### src/rtl/voice_allocator.sv
// Polyphonic voice scheduler: maps key press/release events onto NUM_VOICES envelope
// generators, stealing the least-recently-allocated voice when none is free.
module voice_allocator #(
  parameter int NUM_VOICES = 4,
  parameter int NOTE_W     = 7
) (
  input  logic                         clk,
  input  logic                         rst_b,
  input  logic                         key_valid,
  output logic                         key_ready,
  input  logic                         key_on,
  input  logic [NOTE_W-1:0]            key_note,
  input  logic [NUM_VOICES-1:0]        voice_busy,
  input  logic [NUM_VOICES-1:0]        voice_done,
  output logic [NUM_VOICES-1:0]        voice_note_on,
  output logic [NUM_VOICES-1:0]        voice_note_off,
  output logic [NUM_VOICES*NOTE_W-1:0] voice_note,
  output logic [NUM_VOICES-1:0]        voice_held,
  output logic                         steal,
  output logic                         miss
);
  localparam int RW = (NUM_VOICES > 1) ? $clog2(NUM_VOICES) : 1;

  typedef enum logic [1:0] {IDLE, DECIDE, WAIT_FREE} state_t;

  state_t                state_q, state_d;
  logic                  req_on_q, req_on_d;
  logic [NOTE_W-1:0]     req_note_q, req_note_d;
  logic [NUM_VOICES-1:0] alloc_q, alloc_d;
  logic [NUM_VOICES-1:0] held_q, held_d;
  logic [NUM_VOICES-1:0] note_on_q, note_on_d;
  logic [NUM_VOICES-1:0] note_off_q, note_off_d;
  logic                  steal_q, steal_d;
  logic                  miss_q, miss_d;
  logic [RW-1:0]         victim_q, victim_d;
  logic [NOTE_W-1:0]     note_q [NUM_VOICES];
  logic [NOTE_W-1:0]     note_d [NUM_VOICES];
  logic [RW-1:0]         rank_q [NUM_VOICES];
  logic [RW-1:0]         rank_d [NUM_VOICES];

  logic [NUM_VOICES-1:0] free;
  logic                  free_any, match_hit, vic_any, do_alloc;
  logic [RW-1:0]         free_idx, match_idx, vic_idx, vic_rank, alloc_idx;

  assign key_ready = (state_q == IDLE);

  // Candidate selection: lowest free index, lowest held match, oldest victim.
  always_comb begin
    free      = ~alloc_q & ~voice_busy;
    free_any  = 1'b0;
    free_idx  = '0;
    match_hit = 1'b0;
    match_idx = '0;
    vic_any   = 1'b0;
    vic_idx   = '0;
    vic_rank  = '1;
    for (int unsigned i = 0; i < NUM_VOICES; i++) begin
      if (free[i] && !free_any) begin
        free_any = 1'b1;
        free_idx = RW'(i);
      end
      if (held_q[i] && (note_q[i] == req_note_q) && !match_hit) begin
        match_hit = 1'b1;
        match_idx = RW'(i);
      end
      if (alloc_q[i] && !held_q[i] && (!vic_any || (rank_q[i] < vic_rank))) begin
        vic_any  = 1'b1;
        vic_idx  = RW'(i);
        vic_rank = rank_q[i];
      end
    end
    // Released-but-sounding voices are preferred; fall back to any allocated voice.
    if (!vic_any) begin
      for (int unsigned i = 0; i < NUM_VOICES; i++) begin
        if (alloc_q[i] && (!vic_any || (rank_q[i] < vic_rank))) begin
          vic_any  = 1'b1;
          vic_idx  = RW'(i);
          vic_rank = rank_q[i];
        end
      end
    end
  end

  always_comb begin
    state_d    = state_q;
    req_on_d   = req_on_q;
    req_note_d = req_note_q;
    victim_d   = victim_q;
    alloc_d    = alloc_q & ~voice_done;
    held_d     = held_q & ~voice_done;
    note_on_d  = '0;
    note_off_d = '0;
    steal_d    = 1'b0;
    miss_d     = 1'b0;
    note_d     = note_q;
    rank_d     = rank_q;
    do_alloc   = 1'b0;
    alloc_idx  = '0;
    case (state_q)
      IDLE: begin
        if (key_valid) begin
          req_on_d   = key_on;
          req_note_d = key_note;
          state_d    = DECIDE;
        end
      end
      DECIDE: begin
        if (!req_on_q) begin
          if (match_hit) begin
            note_off_d[match_idx] = 1'b1;
            held_d[match_idx]     = 1'b0;
          end else begin
            miss_d = 1'b1;
          end
          state_d = IDLE;
        end else if (match_hit) begin
          state_d = IDLE;
        end else if (free_any) begin
          do_alloc  = 1'b1;
          alloc_idx = free_idx;
          state_d   = IDLE;
        end else if (vic_any) begin
          victim_d = vic_idx;
          steal_d  = 1'b1;
          if (held_q[vic_idx]) begin
            note_off_d[vic_idx] = 1'b1;
            held_d[vic_idx]     = 1'b0;
          end
          state_d = WAIT_FREE;
        end
      end
      WAIT_FREE: begin
        if (voice_done[victim_q]) begin
          do_alloc  = 1'b1;
          alloc_idx = victim_q;
          state_d   = IDLE;
        end
      end
      default: state_d = IDLE;
    endcase
    // Allocation overrides a same-cycle done clear on that voice.
    if (do_alloc) begin
      note_on_d[alloc_idx] = 1'b1;
      note_d[alloc_idx]    = req_note_q;
      held_d[alloc_idx]    = 1'b1;
      alloc_d[alloc_idx]   = 1'b1;
      for (int unsigned j = 0; j < NUM_VOICES; j++) begin
        if (rank_q[j] > rank_q[alloc_idx]) rank_d[j] = rank_q[j] - RW'(1);
      end
      rank_d[alloc_idx] = RW'(NUM_VOICES - 1);
    end
  end

  always_ff @(posedge clk or negedge rst_b) begin
    if (!rst_b) begin
      state_q    <= IDLE;
      req_on_q   <= 1'b0;
      req_note_q <= '0;
      alloc_q    <= '0;
      held_q     <= '0;
      note_on_q  <= '0;
      note_off_q <= '0;
      steal_q    <= 1'b0;
      miss_q     <= 1'b0;
      victim_q   <= '0;
      for (int unsigned i = 0; i < NUM_VOICES; i++) begin
        note_q[i] <= '0;
        rank_q[i] <= RW'(i);
      end
    end else begin
      state_q    <= state_d;
      req_on_q   <= req_on_d;
      req_note_q <= req_note_d;
      alloc_q    <= alloc_d;
      held_q     <= held_d;
      note_on_q  <= note_on_d;
      note_off_q <= note_off_d;
      steal_q    <= steal_d;
      miss_q     <= miss_d;
      victim_q   <= victim_d;
      note_q     <= note_d;
      rank_q     <= rank_d;
    end
  end

  always_comb begin
    voice_note = '0;
    for (int unsigned i = 0; i < NUM_VOICES; i++) voice_note[i*NOTE_W +: NOTE_W] = note_q[i];
  end

  assign voice_note_on  = note_on_q;
  assign voice_note_off = note_off_q;
  assign voice_held     = held_q;
  assign steal          = steal_q;
  assign miss           = miss_q;

endmodule

### config.mk
export PLATFORM = sky130hd
export DESIGN_NAME = voice_allocator
export DESIGN_NICKNAME = d
export VERILOG_FILES = /design/src/rtl/voice_allocator.sv
export SDC_FILE = /design/constraint.sdc
export NUM_CORES = 1
export LEC_CHECK = 0
export CAP_MARGIN = 20
export CORE_MARGIN = 3
export CORE_UTILIZATION = 59
export DETAILED_ROUTE_END_ITERATION = 10
export GPL_ROUTABILITY_DRIVEN = 0
export PLACE_DENSITY = 0.92
export RECOVER_POWER = 25
export SETUP_SLACK_MARGIN = 0.05
export SLEW_MARGIN = 15
export SYNTH_ARGS = -nofsm -noshare
export SYNTH_HDL_FRONTEND = slang
export SYNTH_SLANG_ARGS = --single-unit
### constraint.sdc
create_clock -name clk -period 8.7 [get_ports clk]
set_input_delay 1.305 -clock clk [delete_from_list [all_inputs] [get_ports clk]]
set_output_delay 1.305 -clock clk [all_outputs]
set_load 0.01 [all_outputs]
Word-level counts from Yosys, hierarchy flattened:

Index checks and enable logic that the tools add are counted.

* add/subtract/negate cells: 4
* magnitude comparators: 20
* eq/ne operators: 9
* muxes and demuxes: 112
* bitwise logic cells: 16
* reduce and logical (&&, ||, !) cells: 53

Operators with widths (number)
* two-way mux 2 bit: 42
* two-way mux 4 bit: 17
* two-way mux 1 bit: 40
* bitwise mux 28 bit: 1
* == test 7 bit: 4
* logical AND 1 bit: 25
* bitwise AND 4 bit: 5
* NOT 4 bit: 5
* zero test 1 bit: 17
* demux 7 bit (select 2 bit): 1
* < comparator 2 bit: 7
* < comparator 2 x 3 -> 1 bit, second input constant: 4
* greater-than comparator 2 bit: 4
* bitwise OR 4 bit: 2
* bitwise OR 8 bit: 1
* subtractor 2 x 1 -> 2 bit, second input constant: 4
* logical OR 1 bit: 7
* two-way mux 7 bit: 1
* demux 1 bit (select 2 bit): 3
* >= comparator 2 x 1 -> 1 bit, second input constant: 3
* case mux 2 bit (3 select lines): 1
* != test 5 bit, second input constant: 1
* AND reduction 5 bit: 1
* binary-select mux 1 bit (select 2 bit): 2
* other kinds (14): 16

* flip-flop bits (word level): 66
* input port bits: 19
* output and inout port bits: 43
* logic and storage cells: 232

Longest topological paths before layout:

* depth after elaboration: 49
* mapped depth: 23
* gate-level depth less buffers: 21

Worst setup path before layout:

No wires, ideal clock.

* path type: register to register
* start point: register held_q[0] (netlist: voice_held[0])
* end point: register note_off_q[0] (netlist: voice_note_off[0])
* setup time: 0.121 ns
* data arrival time: 4.588 ns
* data required time: 8.579 ns
* setup slack: 3.991 ns
* stages on the path, launching flop included: 23
* buffers on the path: 1
* period minus slack after synthesis: 4.709 ns
* cells stage by stage: dfrtp_1 and2b_4 or3_4 buf_6 a211oi_4 o311ai_4 and2_4 o32a_1 o21ai_0 ha_1 nor2_1 a211oi_2 nor2_1 a31oi_1 mux2_2 ha_1 nor3_1 nand4_1 o211ai_1 a41o_1 o22ai_2 nor3b_2 a22o_1

* word-level cells in the longest chain between the ends: 45
* elaborated cells on any way between the ends: 93
* classes of those cells: 11 x order compare; 50 x mux; 32 x reduce/logical

Ends and longest elaborated chain
* from (decl): line 30 `logic [NUM_VOICES-1:0] held_q, held_d;`
* from (signal assigned): line 175 `held_q <= held_d;`
* zero test 1 bit: line 66 `if (alloc_q[i] && !held_q[i] && (!vic_any || (rank_q[i] < vic_rank))) begin`
* logical AND 1 bit: line 66
* two-way mux 2 bit / two-way mux 1 bit (equally long branches): line 66
* < comparator 2 bit / zero test 1 bit (equally long branches): line 66
* logical OR 1 bit: line 66
* logical AND 1 bit: line 66
* two-way mux 2 bit / two-way mux 1 bit (equally long branches): line 66
* < comparator 2 bit / zero test 1 bit (equally long branches): line 66
* [30 not listed]
* demux 1 bit (select 2 bit): line 126 `note_off_d[vic_idx] = 1'b1;`
* two-way mux 4 bit: line 125 `if (held_q[vic_idx]) begin`
* two-way mux 4 bit: line 122 `end else if (vic_any) begin`
* two-way mux 4 bit: line 118 `end else if (free_any) begin`
* two-way mux 4 bit: line 116 `end else if (match_hit) begin`
* two-way mux 4 bit (*): line 108 `if (!req_on_q) begin`
* two-way mux 4 bit (*): line 99 `case (state_q)`
* named net note_off_d[0]: line 32 `logic [NUM_VOICES-1:0] note_off_q, note_off_d;`
* to (signal assigned): line 177 `note_off_q <= note_off_d;`
* to (decl): line 32

Mark *: on every way through the listed nets, which the timed path passes. The rest lies on a longest branch. The select of a mux whose other input is x is not followed.
A chain may end at the register's enable or synchronous reset.

Worst setup path after layout:

* start point: register alloc_q[0]
* end point: register held_q[3] (netlist: voice_held[3])

* word-level cells in the longest chain between the ends: 48
* elaborated cells on any way between the ends: 104
* classes of those cells: 11 x order compare; 58 x mux; 5 x bitwise; 30 x reduce/logical

Ends and longest elaborated chain
* from (decl): line 29 `logic [NUM_VOICES-1:0] alloc_q, alloc_d;`
* from (signal assigned): line 174 `alloc_q <= alloc_d;`
* logical AND 1 bit: line 66
* two-way mux 2 bit / two-way mux 1 bit (equally long branches): line 66
* < comparator 2 bit / zero test 1 bit (equally long branches): line 66
* logical OR 1 bit: line 66
* logical AND 1 bit: line 66
* two-way mux 2 bit / two-way mux 1 bit (equally long branches): line 66
* < comparator 2 bit / zero test 1 bit (equally long branches): line 66
* logical OR 1 bit: line 66
* [33 not listed]
* two-way mux 4 bit: line 122
* two-way mux 4 bit: line 118
* two-way mux 4 bit: line 116
* two-way mux 4 bit: line 108
* two-way mux 4 bit: line 99
* bitwise OR 4 bit (no source line)
* two-way mux 4 bit (*): line 142 `if (do_alloc) begin`
* named net held_d[3]: line 30

Marked as above.

==> flow_metrics.tcl <==
set metrics [dict create \
    setup_violations 0 \
    synth_edf_count 0 \
    fin_skew_ns 0.01008 \
    grt_max_degree 67 \
    synthArstFlopShare_pct 100.0 \
    setup-tns-final_ns 0 \
    pwr_density_cell_nw_per_um2 367.0 \
    critPathKind "reg2reg" \
    seq_area_sq_um 1657 \
    hold_path_class "reg2reg" \
    p_leak_nw 2.118 \
    die_area_sq_um 8065 \
    tightestPinTransition_ns 3.496 \
    antenna_left 0 \
    violations "max-capacitance violations, max-slew violations" \
    final_cell_mix "dfrtp_1, clkdlybuf4s50_1, nand2_1, mux2_2, xnor2_1" \
    cts-root-buf "clkbuf_8" \
    antenna_cells 0 \
    ctsLongestPathBuffers 2 \
    synth-adder-area-share_pct 3.925 \
    rows 29 \
    drtPass1Iterations 5 \
    fillers 416 \
    crit_path_end_kind "flop" \
    port_buffers 61 \
    synth-simple-area-share_pct 16.76 \
    synth-xor-area-share_pct 7.186 \
    multi_input_area_sq_um 2301 \
    min_period_ns 5.475 \
    syn_inst 410 \
    core_sq_um 6568 \
    drtIter0Drc 316 \
    antenna_found_initial 0 \
    ctsHoldBuffers 0 \
    syn_to_final_growth_pct 20.35 \
    syn_avg_cell_area_sq_um 10.11 \
    pin_count 62 \
    die_h_microns 89.81 \
    cp_data_required_time_ns 8.89 \
    synth_seq_cells 66 \
    synth_top_family_by_area "compound AO/OA/AOI/OAI gates" \
    outcome "finished, violations left" \
    drive_above_1_share_pct 17.02 \
    worstSkewPairLatency_ns 0.35 \
    cp_max_fo 11 \
    routed_wl_microns 11150 \
    postCtsResizedCells 0 \
    ys_seq_area_share_pct 39.98 \
    netlist_area_sq_um 4144 \
    min_period_over_period_pct 62.93 \
    numCtsBuffers 9 \
    final_common_cell "dfrtp_1" \
    critPathLaunch "alloc_q[0]" \
    ys.flop_type "dfrtp_1" \
    h-tree-depth 3 \
    start_util_pct 63.10 \
    holdWs_ns 0.5308 \
    cts_tree "built" \
    synth_mux_area_share_pct 10.48 \
    clk_pin_slew_ns 0.08 \
    peakVddDrop_uv 258.1 \
    hp-start "state_q[1]" \
    grt_pass1_vias 3685 \
    max_freq_ghz 0.1827 \
    grt_usage_pct 28.76 \
    slew_headroom_pct -133.1 \
    grt_pass1_wl_microns 18640 \
    grt_overflow_total 0 \
    synth_compound_area_share_pct 17.18 \
    synth_nets 442 \
    final_nets 497 \
    hold_viol 0 \
    routedWlPerCell_microns 19.80 \
    yosysWarningCount 0 \
    vias_per_cell 6.286 \
    yosys.cell_types.count 77 \
    cap_violations 1 \
    die_x_microns 89.81 \
    drc 0 \
    cp.arrival_ns 5.67 \
    post-dp-hpwl_microns 8024 \
    cp-start-kind "flop" \
    r2r-start "alloc_q[0]" \
    cts_sinks 66 \
    vias 3539 \
    drv_slew 67 \
    cts_setup_buffers 0 \
    rsz0062_at_grt "false" \
]
state kept, by name, indices dropped and copies added (netlist names):
| register | count |
|---|---|
| voice_note_off | 4 |
| voice_note_on | 4 |
| miss | 1 |
| req_note_q | 7 |
| voice_note | 28 |
| alloc_q | 4 |
| voice_held | 4 |
| rank_q | 8 |
| req_on_q | 1 |
| victim_q | 2 |
| steal | 1 |
| state_q | 2 |
metal layers:
metal / GRT usage [%] / vias up / share of wire [%] / routed length (microns)
met2: 47.12 / 232 / 49 / 5485
li1: - / 1593 / - / -
met4: 10.60 / 0 / 2.6 / 289
met5: 0 / - / 0 / 0
met1: 37.10 / 1687 / 38 / 4275
met3: 7.179 / 27 / 9.8 / 1095
worst max-delay path, stage by stage (launching register included):
cell and delay [ns]:
dfrtp_1 0.51, nor3b_2 0.25, or4_1 0.58, a211oi_4 0.34, o311ai_4 0.16, and2_4 0.21
o32a_1 0.29, o21ai_0 0.11, ha_1 0.24, nor2_1 0.07, a211oi_2 0.28, nor2_1 0.10
a31oi_1 0.33, mux2_2 0.39, ha_1 0.21, nor3_1 0.17, nand4_1 0.14, o211ai_1 0.25
a31oi_1 0.08, a22oi_2 0.27, nor3b_2 0.26, o21ai_1 0.08
path summary, 6_finish.rpt:
check                      slack (ns)  cells past startpoint               end
max                              3.23                     21     voice_held[3]
min                              0.53                      1        state_q[1]
max reg2reg                      3.23                     21     voice_held[3]
min reg2reg                      0.53                      1        state_q[1]
max in group asynchronous        4.49                      2  voice_note_on[3]
min in group asynchronous        2.25                      2     req_note_q[2]
synth_stat cells (all sizes together) (7+ instances only):
cell type	n	area, sq um
mux2	35	394.1
inv	25	93.84
xnor2	31	271.5
nor3	7	56.31
a21oi	14	70.07
nor3b	8	85.08
o21ai	18	90.09
nand2	38	145.1
nor2	21	78.83
dfrtp	62	1551
nand4	9	56.30
nand2b	8	50.05
buf	13	73.82
ha	13	162.7
where the power goes:
part           total, mW  internal (mW)  switching, mW
Combinational      0.925          0.466          0.459
Clock              0.284          0.161          0.123
Sequential         0.621          0.424          0.197
logic make-up after synthesis:
kind of cell,Yosys count
simple gates,124
flops,66
mux,39
fa+ha+maj,13
compound gates,91
xor+xnor,34
buf+inv,43
per-stage QoR:
step | total power [mW] | cell area [sq um] | instances | setup WS (ns) | util [%]
finish | 1.830 | 4987 | 563 | 3.225 | 75.94
global route | 1.949 | 4987 | 563 | 2.925 | 75.94
CTS | 1.815 | 4991 | 563 | 3.332 | 76.00
detailed placement | 1.520 | 4781 | 547 | 3.366 | 72.79
global placement | 1.470 | 4781 | 547 | 3.696 | 72.79
floorplan | 1.219 | 4144 | 410 | 3.991 | -
layout make-up:
class	count	share of cell area, %
flip-flops and latches	66	33.22
clock buffers	11	2.634
clock inverters	5	1.581
inverters	25	1.882
repair buffers	62	12.22
well taps	93	2.333
multi-input cells	301	46.14
Power figures use the tool's default switching activity.
